## config.mk

```make
export PLATFORM = sky130hd
export DESIGN_NAME = hazard_pipe_ctrl_flat
export DESIGN_NICKNAME = d
export VERILOG_FILES = /design/src/rtl/hazard_pipe_ctrl_if.sv /design/src/rtl/hazard_pipe_ctrl.sv /design/src/flat_wrapper.sv
export SDC_FILE = /design/constraint.sdc
export NUM_CORES = 1
export LEC_CHECK = 0
export ABC_CLOCK_PERIOD_IN_PS = 1800
export BUFFER_PORTS_ARGS = -buffer_cell sky130_fd_sc_hd__buf_4
export CAP_MARGIN = 20
export CELL_PAD_IN_SITES_DETAIL_PLACEMENT = 1
export CELL_PAD_IN_SITES_GLOBAL_PLACEMENT = 1
export CORE_UTILIZATION = 35
export CTS_CLUSTER_DIAMETER = 150
export DETAILED_ROUTE_END_ITERATION = 10
export GPL_TIMING_DRIVEN = 0
export PLACE_DENSITY_LB_ADDON = 0.25
export SLEW_MARGIN = 40
export SYNTH_ARGS = -nofsm -noshare
export SYNTH_HDL_FRONTEND = slang
export SYNTH_SLANG_ARGS = --single-unit
```

## constraint.sdc

```tcl
create_clock -name clk_i -period 1.8 [get_ports clk_i]
set_input_delay 0.27 -clock clk_i [delete_from_list [all_inputs] [get_ports clk_i]]
set_output_delay 0.27 -clock clk_i [all_outputs]
set_load 0.02 [all_outputs]
```

## src/rtl/hazard_pipe_ctrl_if.sv

```systemverilog
// Bundle between the decode stage and the hazard/pipeline-tracking controller.
// The decode/control side (master) drives the ID instruction fields and the
// flush/freeze controls; the controller (slave) returns the tracked pipeline
// register fields and the PC / IF-ID enables.
interface hazard_pipe_ctrl_if;
  // decode-stage instruction fields
  logic [4:0]  id_rs;
  logic [4:0]  id_rt;
  logic [4:0]  id_rd;
  logic        id_regwrite;
  logic        id_memread;
  logic        id_uses_rt;
  // pipeline controls
  logic        flush_i;
  logic        mem_stall_i;
  // tracked pipeline register fields
  logic [4:0]  ID_EX_Rs;
  logic [4:0]  ID_EX_Rt;
  logic [4:0]  ID_EX_Rd;
  logic        ID_EX_RegWrite;
  logic        ID_EX_MemRead;
  logic [4:0]  EX_MEM_Rd;
  logic        EX_MEM_RegWrite;
  logic [4:0]  MEM_WB_Rd;
  logic        MEM_WB_RegWrite;
  // pipeline control outputs
  logic        pc_write;
  logic        if_id_write;
  logic        bubble_o;
  logic [15:0] stall_count;

  modport master (
    output id_rs, id_rt, id_rd, id_regwrite, id_memread, id_uses_rt,
    output flush_i, mem_stall_i,
    input  ID_EX_Rs, ID_EX_Rt, ID_EX_Rd, ID_EX_RegWrite, ID_EX_MemRead,
    input  EX_MEM_Rd, EX_MEM_RegWrite, MEM_WB_Rd, MEM_WB_RegWrite,
    input  pc_write, if_id_write, bubble_o, stall_count
  );

  modport slave (
    input  id_rs, id_rt, id_rd, id_regwrite, id_memread, id_uses_rt,
    input  flush_i, mem_stall_i,
    output ID_EX_Rs, ID_EX_Rt, ID_EX_Rd, ID_EX_RegWrite, ID_EX_MemRead,
    output EX_MEM_Rd, EX_MEM_RegWrite, MEM_WB_Rd, MEM_WB_RegWrite,
    output pc_write, if_id_write, bubble_o, stall_count
  );
endinterface

```

## src/rtl/hazard_pipe_ctrl.sv

```systemverilog
// Load-use hazard detection and pipeline-register tracking for a 5-stage
// in-order pipeline. Tracks the register fields of ID/EX, EX/MEM and MEM/WB,
// and decides each cycle between freeze (memory busy), bubble (flush or
// load-use) and normal advance. Load-use stalls are counted (saturating).
module hazard_pipe_ctrl (
  input  logic               clk_i,
  input  logic               rst_i,
  hazard_pipe_ctrl_if.slave  bus
);

  typedef struct packed {
    logic [4:0] rs;
    logic [4:0] rt;
    logic [4:0] rd;
    logic       regwrite;
    logic       memread;
  } idex_t;

  typedef struct packed {
    logic [4:0] rd;
    logic       regwrite;
  } wbtrk_t;

  // Per-edge action, in priority order: freeze beats flush beats load-use.
  typedef enum logic [1:0] {
    ACT_ADV   = 2'd0,
    ACT_HOLD  = 2'd1,
    ACT_FLUSH = 2'd2,
    ACT_LU    = 2'd3
  } act_e;

  localparam idex_t  IDEX_ZERO = '0;

  idex_t       idex_q,   idex_d;
  wbtrk_t      exmem_q,  exmem_d;
  wbtrk_t      memwb_q,  memwb_d;
  logic [15:0] stall_cnt_q, stall_cnt_d;

  logic        rd_nz;
  logic        hit_rs;
  logic        hit_rt;
  logic        lu;
  act_e        act;
  logic        pc_write;
  logic        if_id_write;
  logic        bubble;

  // Load-use detect: only from registered ID/EX state and current ID fields,
  // so nothing loops back from pc_write. $0 never matches.
  always_comb begin
    rd_nz  = (idex_q.rd != 5'd0);
    hit_rs = (idex_q.rd == bus.id_rs);
    hit_rt = bus.id_uses_rt && (idex_q.rd == bus.id_rt);
    lu     = idex_q.memread && rd_nz && (hit_rs || hit_rt);
  end

  // Action select in priority order.
  always_comb begin
    act = ACT_ADV;
    if (bus.mem_stall_i)  act = ACT_HOLD;
    else if (bus.flush_i) act = ACT_FLUSH;
    else if (lu)          act = ACT_LU;
  end

  // Next-state and control outputs; default is a full freeze.
  always_comb begin
    idex_d      = idex_q;
    exmem_d     = exmem_q;
    memwb_d     = memwb_q;
    stall_cnt_d = stall_cnt_q;
    pc_write    = 1'b0;
    if_id_write = 1'b0;
    bubble      = 1'b0;
    case (act)
      ACT_HOLD: begin
        // everything keeps its value
      end
      ACT_FLUSH: begin
        // flush squashes the ID instruction but fetch keeps going toward the
        // branch target, so PC and IF/ID still update
        idex_d      = IDEX_ZERO;
        exmem_d     = '{rd: idex_q.rd, regwrite: idex_q.regwrite};
        memwb_d     = exmem_q;
        pc_write    = 1'b1;
        if_id_write = 1'b1;
        bubble      = 1'b1;
      end
      ACT_LU: begin
        // hold IF/ID and PC, drop a bubble behind the load; the zeroed ID/EX
        // clears lu next cycle so a single hazard costs exactly one cycle
        idex_d      = IDEX_ZERO;
        exmem_d     = '{rd: idex_q.rd, regwrite: idex_q.regwrite};
        memwb_d     = exmem_q;
        bubble      = 1'b1;
        if (stall_cnt_q != 16'hFFFF) stall_cnt_d = stall_cnt_q + 16'd1;
      end
      default: begin
        idex_d      = '{rs: bus.id_rs, rt: bus.id_rt, rd: bus.id_rd,
                        regwrite: bus.id_regwrite, memread: bus.id_memread};
        exmem_d     = '{rd: idex_q.rd, regwrite: idex_q.regwrite};
        memwb_d     = exmem_q;
        pc_write    = 1'b1;
        if_id_write = 1'b1;
      end
    endcase
  end

  // Pipeline tracking registers and stall counter, async clear.
  always_ff @(posedge clk_i or posedge rst_i) begin
    if (rst_i) begin
      idex_q      <= IDEX_ZERO;
      exmem_q     <= '0;
      memwb_q     <= '0;
      stall_cnt_q <= '0;
    end else begin
      idex_q      <= idex_d;
      exmem_q     <= exmem_d;
      memwb_q     <= memwb_d;
      stall_cnt_q <= stall_cnt_d;
    end
  end

  assign bus.ID_EX_Rs        = idex_q.rs;
  assign bus.ID_EX_Rt        = idex_q.rt;
  assign bus.ID_EX_Rd        = idex_q.rd;
  assign bus.ID_EX_RegWrite  = idex_q.regwrite;
  assign bus.ID_EX_MemRead   = idex_q.memread;
  assign bus.EX_MEM_Rd       = exmem_q.rd;
  assign bus.EX_MEM_RegWrite = exmem_q.regwrite;
  assign bus.MEM_WB_Rd       = memwb_q.rd;
  assign bus.MEM_WB_RegWrite = memwb_q.regwrite;
  assign bus.pc_write        = pc_write;
  assign bus.if_id_write     = if_id_write;
  assign bus.bubble_o        = bubble;
  assign bus.stall_count     = stall_cnt_q;

endmodule

```

## src/flat_wrapper.sv

```systemverilog
// flat-port wrapper written by rule: the top's interface ports become plain ports
module hazard_pipe_ctrl_flat 
  (clk_i, rst_i, bus_id_rs, bus_id_rt, bus_id_rd, bus_id_regwrite, bus_id_memread, bus_id_uses_rt, bus_flush_i, bus_mem_stall_i, bus_ID_EX_Rs, bus_ID_EX_Rt, bus_ID_EX_Rd, bus_ID_EX_RegWrite, bus_ID_EX_MemRead, bus_EX_MEM_Rd, bus_EX_MEM_RegWrite, bus_MEM_WB_Rd, bus_MEM_WB_RegWrite, bus_pc_write, bus_if_id_write, bus_bubble_o, bus_stall_count);
  hazard_pipe_ctrl_if bus_i ();
  input  logic clk_i;
  input  logic rst_i;
  input wire logic [$bits(bus_i.id_rs)-1:0] bus_id_rs;
  input wire logic [$bits(bus_i.id_rt)-1:0] bus_id_rt;
  input wire logic [$bits(bus_i.id_rd)-1:0] bus_id_rd;
  input wire logic [$bits(bus_i.id_regwrite)-1:0] bus_id_regwrite;
  input wire logic [$bits(bus_i.id_memread)-1:0] bus_id_memread;
  input wire logic [$bits(bus_i.id_uses_rt)-1:0] bus_id_uses_rt;
  input wire logic [$bits(bus_i.flush_i)-1:0] bus_flush_i;
  input wire logic [$bits(bus_i.mem_stall_i)-1:0] bus_mem_stall_i;
  output wire logic [$bits(bus_i.ID_EX_Rs)-1:0] bus_ID_EX_Rs;
  output wire logic [$bits(bus_i.ID_EX_Rt)-1:0] bus_ID_EX_Rt;
  output wire logic [$bits(bus_i.ID_EX_Rd)-1:0] bus_ID_EX_Rd;
  output wire logic [$bits(bus_i.ID_EX_RegWrite)-1:0] bus_ID_EX_RegWrite;
  output wire logic [$bits(bus_i.ID_EX_MemRead)-1:0] bus_ID_EX_MemRead;
  output wire logic [$bits(bus_i.EX_MEM_Rd)-1:0] bus_EX_MEM_Rd;
  output wire logic [$bits(bus_i.EX_MEM_RegWrite)-1:0] bus_EX_MEM_RegWrite;
  output wire logic [$bits(bus_i.MEM_WB_Rd)-1:0] bus_MEM_WB_Rd;
  output wire logic [$bits(bus_i.MEM_WB_RegWrite)-1:0] bus_MEM_WB_RegWrite;
  output wire logic [$bits(bus_i.pc_write)-1:0] bus_pc_write;
  output wire logic [$bits(bus_i.if_id_write)-1:0] bus_if_id_write;
  output wire logic [$bits(bus_i.bubble_o)-1:0] bus_bubble_o;
  output wire logic [$bits(bus_i.stall_count)-1:0] bus_stall_count;
  assign bus_i.id_rs = bus_id_rs;
  assign bus_i.id_rt = bus_id_rt;
  assign bus_i.id_rd = bus_id_rd;
  assign bus_i.id_regwrite = bus_id_regwrite;
  assign bus_i.id_memread = bus_id_memread;
  assign bus_i.id_uses_rt = bus_id_uses_rt;
  assign bus_i.flush_i = bus_flush_i;
  assign bus_i.mem_stall_i = bus_mem_stall_i;
  assign bus_ID_EX_Rs = bus_i.ID_EX_Rs;
  assign bus_ID_EX_Rt = bus_i.ID_EX_Rt;
  assign bus_ID_EX_Rd = bus_i.ID_EX_Rd;
  assign bus_ID_EX_RegWrite = bus_i.ID_EX_RegWrite;
  assign bus_ID_EX_MemRead = bus_i.ID_EX_MemRead;
  assign bus_EX_MEM_Rd = bus_i.EX_MEM_Rd;
  assign bus_EX_MEM_RegWrite = bus_i.EX_MEM_RegWrite;
  assign bus_MEM_WB_Rd = bus_i.MEM_WB_Rd;
  assign bus_MEM_WB_RegWrite = bus_i.MEM_WB_RegWrite;
  assign bus_pc_write = bus_i.pc_write;
  assign bus_if_id_write = bus_i.if_id_write;
  assign bus_bubble_o = bus_i.bubble_o;
  assign bus_stall_count = bus_i.stall_count;
  hazard_pipe_ctrl u_core (.clk_i(clk_i), .rst_i(rst_i), .bus(bus_i));
endmodule
```

==> results of run 1 <==
[layout make-up]
class,instances,share of cell area (%)
sequential,45,35.6
multi-input combinational,102,30.9
timing repair buffer,101,25.6
tap,72,2.82
clock buffer,5,2.16
buffer,7,1.76
clock inverter,3,0.706
inverter,3,0.431
[logic make-up after synthesis]
family | Yosys count | share of synthesized area (%)
flip-flops | 45 | 55.7
AND/OR/NAND/NOR | 39 | 11.0
XOR/XNOR | 25 | 10.8
AO/OA/AOI/OAI | 24 | 11.3
multiplexers | 13 | 7.24
buffers and inverters | 11 | 3.40
adder cells (fa/ha/maj) | 1 | 0.618
[what timing repair did]
action | in CTS | in global routing
gates resized for setup | 14 | 21
pin swaps | 23 | 15
hold buffers | 1 | 0
cloned | 1 | 1
setup endpoints to repair | 29 | 36
hold endpoints to repair | 17 | 0
buffers inserted | 14 | 14
[synth_stat cells (2+ instances only)]
cell type   n  share of area (%)
a22o_1     17                7.4
and2_1      2               0.62
and3_1      7                2.2
buf_6       3                1.7
clkbuf_1    2               0.37
dfrtp_1    45                 56
inv_1       3               0.56
mux2_2     12                6.7
nand2_1     7                1.3
nand3_1     7                1.7
nand4_1     7                2.2
nand4b_1    3                1.3
nor2_1      2               0.37
xnor2_1    25                 11
[routing by layer]
metal | share of wire, % | global-route usage (%) | vias up
li1 | - | - | 783
met1 | 41 | 23.5 | 842
met2 | 54 | 33.4 | 47
met3 | 5.0 | 5.35 | 2
met4 | 0.44 | 5.00 | 0
met5 | 0 | 0 | -
[metrics by stage]
| step | setup WS (ps) | cells |
|---|---|---|
| after floorplan | -255 | 158 |
| after detailed placement | -448 | 300 |
| final | -444 | 338 |
| after global placement | -385 | 299 |
| after CTS | -441 | 323 |
| after global routing | -496 | 338 |
[power by group through the flow]
stage / Combinational [mW] / Clock (mW) / Sequential (mW)
5_1_grt: 0.608 / 0.688 / 1.15
3_3_place_gp: 0.452 / 0 / 1.16
4_1_cts: 0.513 / 0.648 / 1.14
2_1_floorplan: 0.177 / 0 / 1.24
6_report: 0.566 / 0.626 / 1.14
3_5_place_dp: 0.470 / 0 / 1.17
[registers in the layout (all words and copies together) (netlist names)]
register and flops:
u_core.bus.ID_EX_Rd 5, u_core.bus.ID_EX_RegWrite 1, u_core.bus.ID_EX_MemRead 1, u_core.bus.stall_count 16
u_core.bus.EX_MEM_Rd 5, u_core.bus.ID_EX_Rt 5, u_core.bus.EX_MEM_RegWrite 1, u_core.bus.MEM_WB_RegWrite 1
u_core.bus.ID_EX_Rs 5, u_core.bus.MEM_WB_Rd 5
[worst paths after layout]
kind	from	to	slack, ps	cells past startpoint
setup / recovery	u_core.bus.ID_EX_Rd[0]$_DFFE_PP0P_	bus_pc_write	-440	5
hold / removal	bus_id_rd[1]	u_core.bus.ID_EX_Rd[1]$_DFFE_PP0P_	170	2
setup reg to reg	u_core.bus.ID_EX_Rd[0]$_DFFE_PP0P_	u_core.bus.ID_EX_Rs[4]$_DFFE_PP0P_	-290	12
hold reg to reg	u_core.bus.stall_count[13]$_DFFE_PP0P_	u_core.bus.stall_count[13]$_DFFE_PP0P_	500	1
max in group asynchronous	rst_i	u_core.bus.ID_EX_Rs[1]$_DFFE_PP0P_	920	4
min in group asynchronous	rst_i	u_core.bus.stall_count[1]$_DFFE_PP0P_	450	3
==> key figures, run 1 <==
Die
  – Die H: 78.0 um
  – Die width: 78.0 um
  – Core area: 0.00554 mm^2
  – I/O pin total: 70
  – Die footprint: about 0.0061 mm^2
  – Initial core utilization: between 30 and 40%
  – Placement Rows: 27

Worst hold path
  – Worst hold path class: input port to register

Worst setup path
  – Critical path type: register to primary output
  – Max Fanout on Critical Path: 4
  – Worst path slowest cell: or4_4
  – Worst path max stage delay: 550 ps
  – Crit start category: register
  – Crit path top cell by count: buf_4
  – CP delay by family, top: simple AND/OR/NAND/NOR gates
  – CP Data Arrival Time: 1970 ps
  – Required @ worst endpoint: roughly 1500 ps
  – Worst-path cell chain: or4_4, o21a_4, a31oi_4, buf_4, buf_4
  – Critical path endpoint category: primary output
  – WP buf/inv: 2

STA
  – Fin crit period: 2240 ps
  – Worst slew margin: 59.5%
  – Period utilization: 125%
  – Finish-stage setup viols: 36
  – Hold Fails Final Rpt: 0
  – Final setup margin: -444 ps
  – Worst Hold Slack: approximately 170 ps
  – Max Slew Vio Count: 0
  – Slew @ Worst Pin: just over 600 ps
  – Max frequency: roughly 450 MHz
  – RSZ-0062 raised after global routing: true
  – Clock Skew: about 12 ps
  – Setup TNS: -8230 ps

Synthesis
  – Mapped Nets: 181
  – Number of flops mapped to enable cells by yosys: 0
  – Register area share after synthesis: 55.7%
  – Syn. warnings: 0
  – Synth Cell Area: 0.00202 mm^2
  – Top_reg_cell synth: dfrtp_1
  – Post-Syn Area per Cell: 12.8 um^2
  – FF+latch count, synth: 45
  – Mapped Cells: 158
  – Number of distinct library cells after synthesis: 30
  – Asr flop ratio synth: 100%

Power
  – Int Power: around 1.6 mW
  – Psw: 0.683 mW
  – Clock power frac: 26.8%
  – Pwr dens: ~730 mW/mm^2
  – Comb power frac: 24.3%
  – Peak supply drop: 0.000451 V
  – Flop pwr share: 48.9%
  – Sw frac: 29.3%
  – Lkg Pwr: 1.53 nW
  – Total Power: between 2 and 2.5 mW

Drt
  – 1st-iter DRT viols: 53
  – Via count: 1,674
  – Drc violations: 0
  – Antenna viol nets, final: 0
  – DRT Pass-1 Iters: 4
  – DR WL/cell: 16.8 um
  – Routed wire length: 5.69 mm
  – Vias per cell: approximately 5

Placed design
  – HPWL after DPL: 3.90 mm
  – Area post-placement: 0.00273 mm^2
  – GP Congestion: slightly above 0.7
  – PortBufs: 69

Clock tree
  – TritonCTS clock tree: done
  – Clock Tree Buf Depth: 2
  – CTS Sinks: 45
  – TritonCTS Buffers: 5
  – CTS clk-pin slew, worst paths: 90 ps
  – CTS H-Tree Depth: 2
  – Root Driver: clkbuf_8
  – Clk_lat worst skew: approximately 300 ps

GRT
  – Vias in the first global route: about 1,700
  – GRT Overall Usage: 19.2%
  – Initial antenna violation count: 0
  – Overflow after GRT: 0
  – Global-route wire length before repair: 8.94 mm
  – Pin count of the biggest net entering global routing: 29

Finish
  – Layout cells sized above 1: 59.0%
  – Layout Nets: 288
  – Commonest cells after routing, fill and taps aside: buf_4, dfrtp_1, xnor2_1
  – FF+latch area: 0.00113 mm^2
  – Most common cell after layout, fill and taps aside: buf_4
  – Post-layout util: 57.6%
  – Synth-to-layout area growth: 57.8%
  – Multi-input logic area: 987 um^2
  – Design area: 0.00319 mm^2
  – FILL cells: 594
  – # diodes: 0

Outcome
  – Failing checks: negative setup slack
  – Status: complete, but fails checks

Job
  – Max-cap violations: 0
(Power assumes the default switching activity.)
==> run 2: changes to the inputs <==
--- a/config.mk
+++ b/config.mk
@@ -5,12 +5,13 @@
 export SDC_FILE = /design/constraint.sdc
 export NUM_CORES = 1
 export LEC_CHECK = 0
-export ABC_CLOCK_PERIOD_IN_PS = 1800
+export ABC_AREA = 1
+export ABC_CLOCK_PERIOD_IN_PS = 2150
 export BUFFER_PORTS_ARGS = -buffer_cell sky130_fd_sc_hd__buf_4
 export CAP_MARGIN = 20
 export CELL_PAD_IN_SITES_DETAIL_PLACEMENT = 1
 export CELL_PAD_IN_SITES_GLOBAL_PLACEMENT = 1
-export CORE_UTILIZATION = 35
+export CORE_UTILIZATION = 37
 export CTS_CLUSTER_DIAMETER = 150
 export DETAILED_ROUTE_END_ITERATION = 10
 export GPL_TIMING_DRIVEN = 0
==> constraint.sdc (replaced) <==
create_clock -name clk_i -period 2.15 [get_ports clk_i]
set_input_delay 0.3225 -clock clk_i [delete_from_list [all_inputs] [get_ports clk_i]]
set_output_delay 0.3225 -clock clk_i [all_outputs]
set_load 0.02 [all_outputs]
==> run 2 against run 1 <==
The flow now finishes without violations. Count of clock-buffer cells in the layout did not move. Combinational power fell by 20%. Cell area rose by 2.3%. Largest cell class is now multi-input combinational cells. Power fell by 9.9%.
==> key figures, run 2 <==
Worst setup path
  – Critical path type: register to primary output (unchanged)
  – CP Data Arrival Time: 1760 ps (was 1970 ps)
  – Reg-to-reg startpoint: u_core.bus.stall_count[0]$_DFFE_PP0P_ (was u_core.bus.ID_EX_Rd[0]$_DFFE_PP0P_)
  – Critical path endpoint category: primary output (unchanged)
  – Required @ worst endpoint: 1830 ps (was 1530 ps)
  – CP Launch Point: u_core.bus.ID_EX_Rd[4]$_DFFE_PP0P_ (was u_core.bus.ID_EX_Rd[0]$_DFFE_PP0P_)
  – Crit start category: register (unchanged)
  – Max Fanout on Critical Path: 6 (was 4)

Drt
  – 1st-iter DRT viols: 88 (was 53)
  – DR WL/cell: 14.8 um (was 16.8 um)
  – Vias per cell: 5.02 (was 4.95)
  – Routed wire length: 7.12 mm (was 5.69 mm)
  – DRT Pass-1 Iters: 4 (unchanged)
  – Antenna viol nets, final: 0 (unchanged)
  – Via count: 2,416 (was 1,674)
  – Drc violations: 0 (unchanged)

Finish
  – Finished Layout Cells: 481 (was 338)
  – Most common cell after layout, fill and taps aside: nand2_1 (was buf_4)
  – Commonest cells after routing, fill and taps aside: nand2_1, buf_4, dfrtp_1 (was buf_4, dfrtp_1, xnor2_1)
  – Design area: 0.00327 mm^2 (was 0.00319 mm^2)
  – Layout cells sized above 1: 28.2% (was 59.0%)
  – Layout Nets: 426 (was 288)
  – Synth-to-layout area growth: 34.5% (was 57.8%)
  – Max reg flops: 16 (unchanged)
  – # diodes: 0 (unchanged)

Synthesis
  – Post-Syn Area per Cell: 7.63 um^2 (was 12.8 um^2)
  – Syn. warnings: 0 (unchanged)
  – Number of distinct library cells after synthesis: 23 (was 30)
  – Synth top cells by count: nand2_1, dfrtp_1, inv_1, nand4_1, nor2_1 (was dfrtp_1, xnor2_1, a22o_1, mux2_2)
  – FF+latch count, synth: 45 (unchanged)
  – Ranking of synthesized cells by area: dfrtp_1, nand2_1, nand4_1 (was dfrtp_1, xnor2_1, a22o_1)
  – Register area share after synthesis: 46.4% (was 55.7%)
  – Number of flops mapped to enable cells by yosys: 0 (unchanged)
  – Mapped Nets: 341 (was 181)
  – Synth Cell Area: 0.00243 mm^2 (was 0.00202 mm^2)
  – Asr flop ratio synth: 100% (unchanged)
  – Count leader, synth: nand2_1 (was dfrtp_1)
  – Synth top area share: 46.4% (was 55.7%)
  – Top_reg_cell synth: dfrtp_1 (unchanged)
  – Mapped Cells: 318 (was 158)
  – Area leader, netlist: dfrtp_1 (unchanged)

Clock tree
  – TritonCTS Buffers: 5 (unchanged)
  – CTS Sinks: 45 (unchanged)
  – CTS clk-pin slew, worst paths: 100 ps (was 90 ps)
  – Clock Tree Buf Depth: 2 (unchanged)
  – TritonCTS clock tree: done (unchanged)
  – CTS H-Tree Depth: 2 (unchanged)
  – Clk_lat worst skew: 310 ps (was 300 ps)
  – Root Driver: clkbuf_8 (unchanged)

STA
  – Hold Fails Final Rpt: 0 (unchanged)
  – Setup TNS: 0 ps (was -8230 ps)
  – Fin crit period: ~2100 ps
  – Max frequency: about 480 MHz
  – Max Slew Vio Count: 0 (unchanged)
  – Slew @ Worst Pin: 552 ps (was 603 ps)
  – Worst slew margin: 63.2% (was 59.5%)
  – Clock Skew: 10.2 ps (was 11.8 ps)
  – Period utilization: 96.8%
  – Finish-stage setup viols: 0 (was 36)
  – Final setup margin: 69.8 ps (was -444 ps)

Power
  – Pwr dens: 643 mW/mm^2 (was 730 mW/mm^2)
  – Peak supply drop: 0.000313 V (was 0.000451 V)
  – Lkg Pwr: 1.73 nW (was 1.53 nW)

Die
  – Initial core utilization: 38.2% (was 36.5%)
  – Placement Rows: 29 (was 27)
  – Die width: 83.0 um (was 78.0 um)
  – Die H: 83.0 um (was 78.0 um)
  – I/O pin total: 70 (unchanged)
  – Die footprint: 0.00689 mm^2 (was 0.00609 mm^2)
  – Core area: 0.00635 mm^2 (was 0.00554 mm^2)

Outcome
  – Status: completed (was complete, but fails checks)

Worst hold path
  – Hold_sp: bus_id_regwrite (was bus_id_rd[1])
  – Worst hold path class: input port to register (unchanged)

Placed design
  – PortBufs: 69 (unchanged)
  – GP Congestion: 0.815 (was 0.724)
  – Cells after DPL: 465 (was 300)
  – HPWL after DPL: 5.33 mm (was 3.90 mm)
  – DP Worst Slack: 166 ps (was -448 ps)
  – Area post-placement: 0.00306 mm^2 (was 0.00273 mm^2)

Job
  – Max-cap violations: 0 (unchanged)

GRT
  – Global-route wire length before repair: 11.9 mm (was 8.94 mm)
  – Vias in the first global route: 2,424 (was 1,736)
  – GRT Overall Usage: 21.3% (was 19.2%)
  – Initial antenna violation count: 0 (unchanged)
  – Pin count of the biggest net entering global routing: 31 (was 29)
  – Overflow after GRT: 0 (unchanged)
run 2: changes by cell type in the layout (fill, tap and decap cells not counted), sizes merged, moves of 7 or more:
cell and change:
buf -21, o21ai +16, a22o -17, nor2 +22, xnor2 -19, a21oi +8
nand2 +123, mux2i +7, nand4 +15, inv +27, and3 -7, mux2 -13
run 2: through the flow:
step	hold WS, ps	utilization [%]	total power [mW]
floorplan	478	-	1.20
global placement	459	47.9	1.39
detailed placement	273	48.3	1.41
CTS	277	50.9	2.11
global route	291	51.4	2.20
finish	289	51.4	2.10
run 2: path summary, 6_finish.rpt:
kind,to,slack (ps),cells past startpoint
max,bus_bubble_o,70,9
min,u_core.bus.ID_EX_RegWrite$_DFFE_PP0P_,290,3
max reg2reg,u_core.bus.stall_count[15]$_DFFE_PP0P_,230,10
min reg2reg,u_core.bus.MEM_WB_Rd[3]$_DFFE_PP0P_,480,2
max in group asynchronous,u_core.bus.ID_EX_Rd[4]$_DFFE_PP0P_,1220,4
min in group asynchronous,u_core.bus.MEM_WB_Rd[0]$_DFFE_PP0P_,490,3
run 2: power breakdown:
part	internal, mW	switching [mW]	total (mW)	leakage, nW
Sequential	0.907	0.0558	0.963	0.594
Combinational	0.188	0.266	0.454	1.08
Clock	0.355	0.329	0.684	0.0591
Total	1.45	0.651	2.10	1.73
run 2: cell type report:
| class | instances | area [um^2] |
|---|---|---|
| inverter | 28 | 110 |
| timing repair buffer | 78 | 601 |
| multi-input combinational | 233 | 1140 |
| clock inverter | 3 | 47.5 |
| clock buffer | 5 | 68.8 |
| buffer | 12 | 71.3 |
| tap | 77 | 96.3 |
| fill | 786 | 3080 |
| sequential | 45 | 1130 |
run 2: per-layer routing:
layer	up-vias	track usage, %	part of all wire [%]
met5	-	0	0
met4	0	3.76	0.56
met3	5	3.58	3.7
met2	57	34.9	48
met1	1170	29.8	48
li1	1184	-	-
run 2: worst max-delay path, cell delays in order (launching register included):
cell	delay (ps)
dfrtp_2	440
inv_2	60
nand2_1	60
nand2_1	50
nor2_1	100
nand3_1	130
nand2_4	110
nand2_4	70
a21oi_1	230
buf_4	190
run 2: kinds of logic after synthesis:
| logic type | after synthesis | synth area share (%) |
|---|---|---|
| flip-flops | 45 | 46.4 |
| adder cells (fa/ha/maj) | 1 | 0.515 |
| AO/OA/AOI/OAI | 27 | 5.57 |
| multiplexers | 7 | 2.89 |
| buffers and inverters | 40 | 7.27 |
| XOR/XNOR | 9 | 3.25 |
| AND/OR/NAND/NOR | 189 | 34.1 |
run 2: repair_timing:
action	4_1_cts	5_1_grt
setup buffers	5	2
hold endpoints to repair	15	0
hold buffers	1	0
resized for setup	3	10
pin swaps	1	4
setup endpoints to repair	3	3
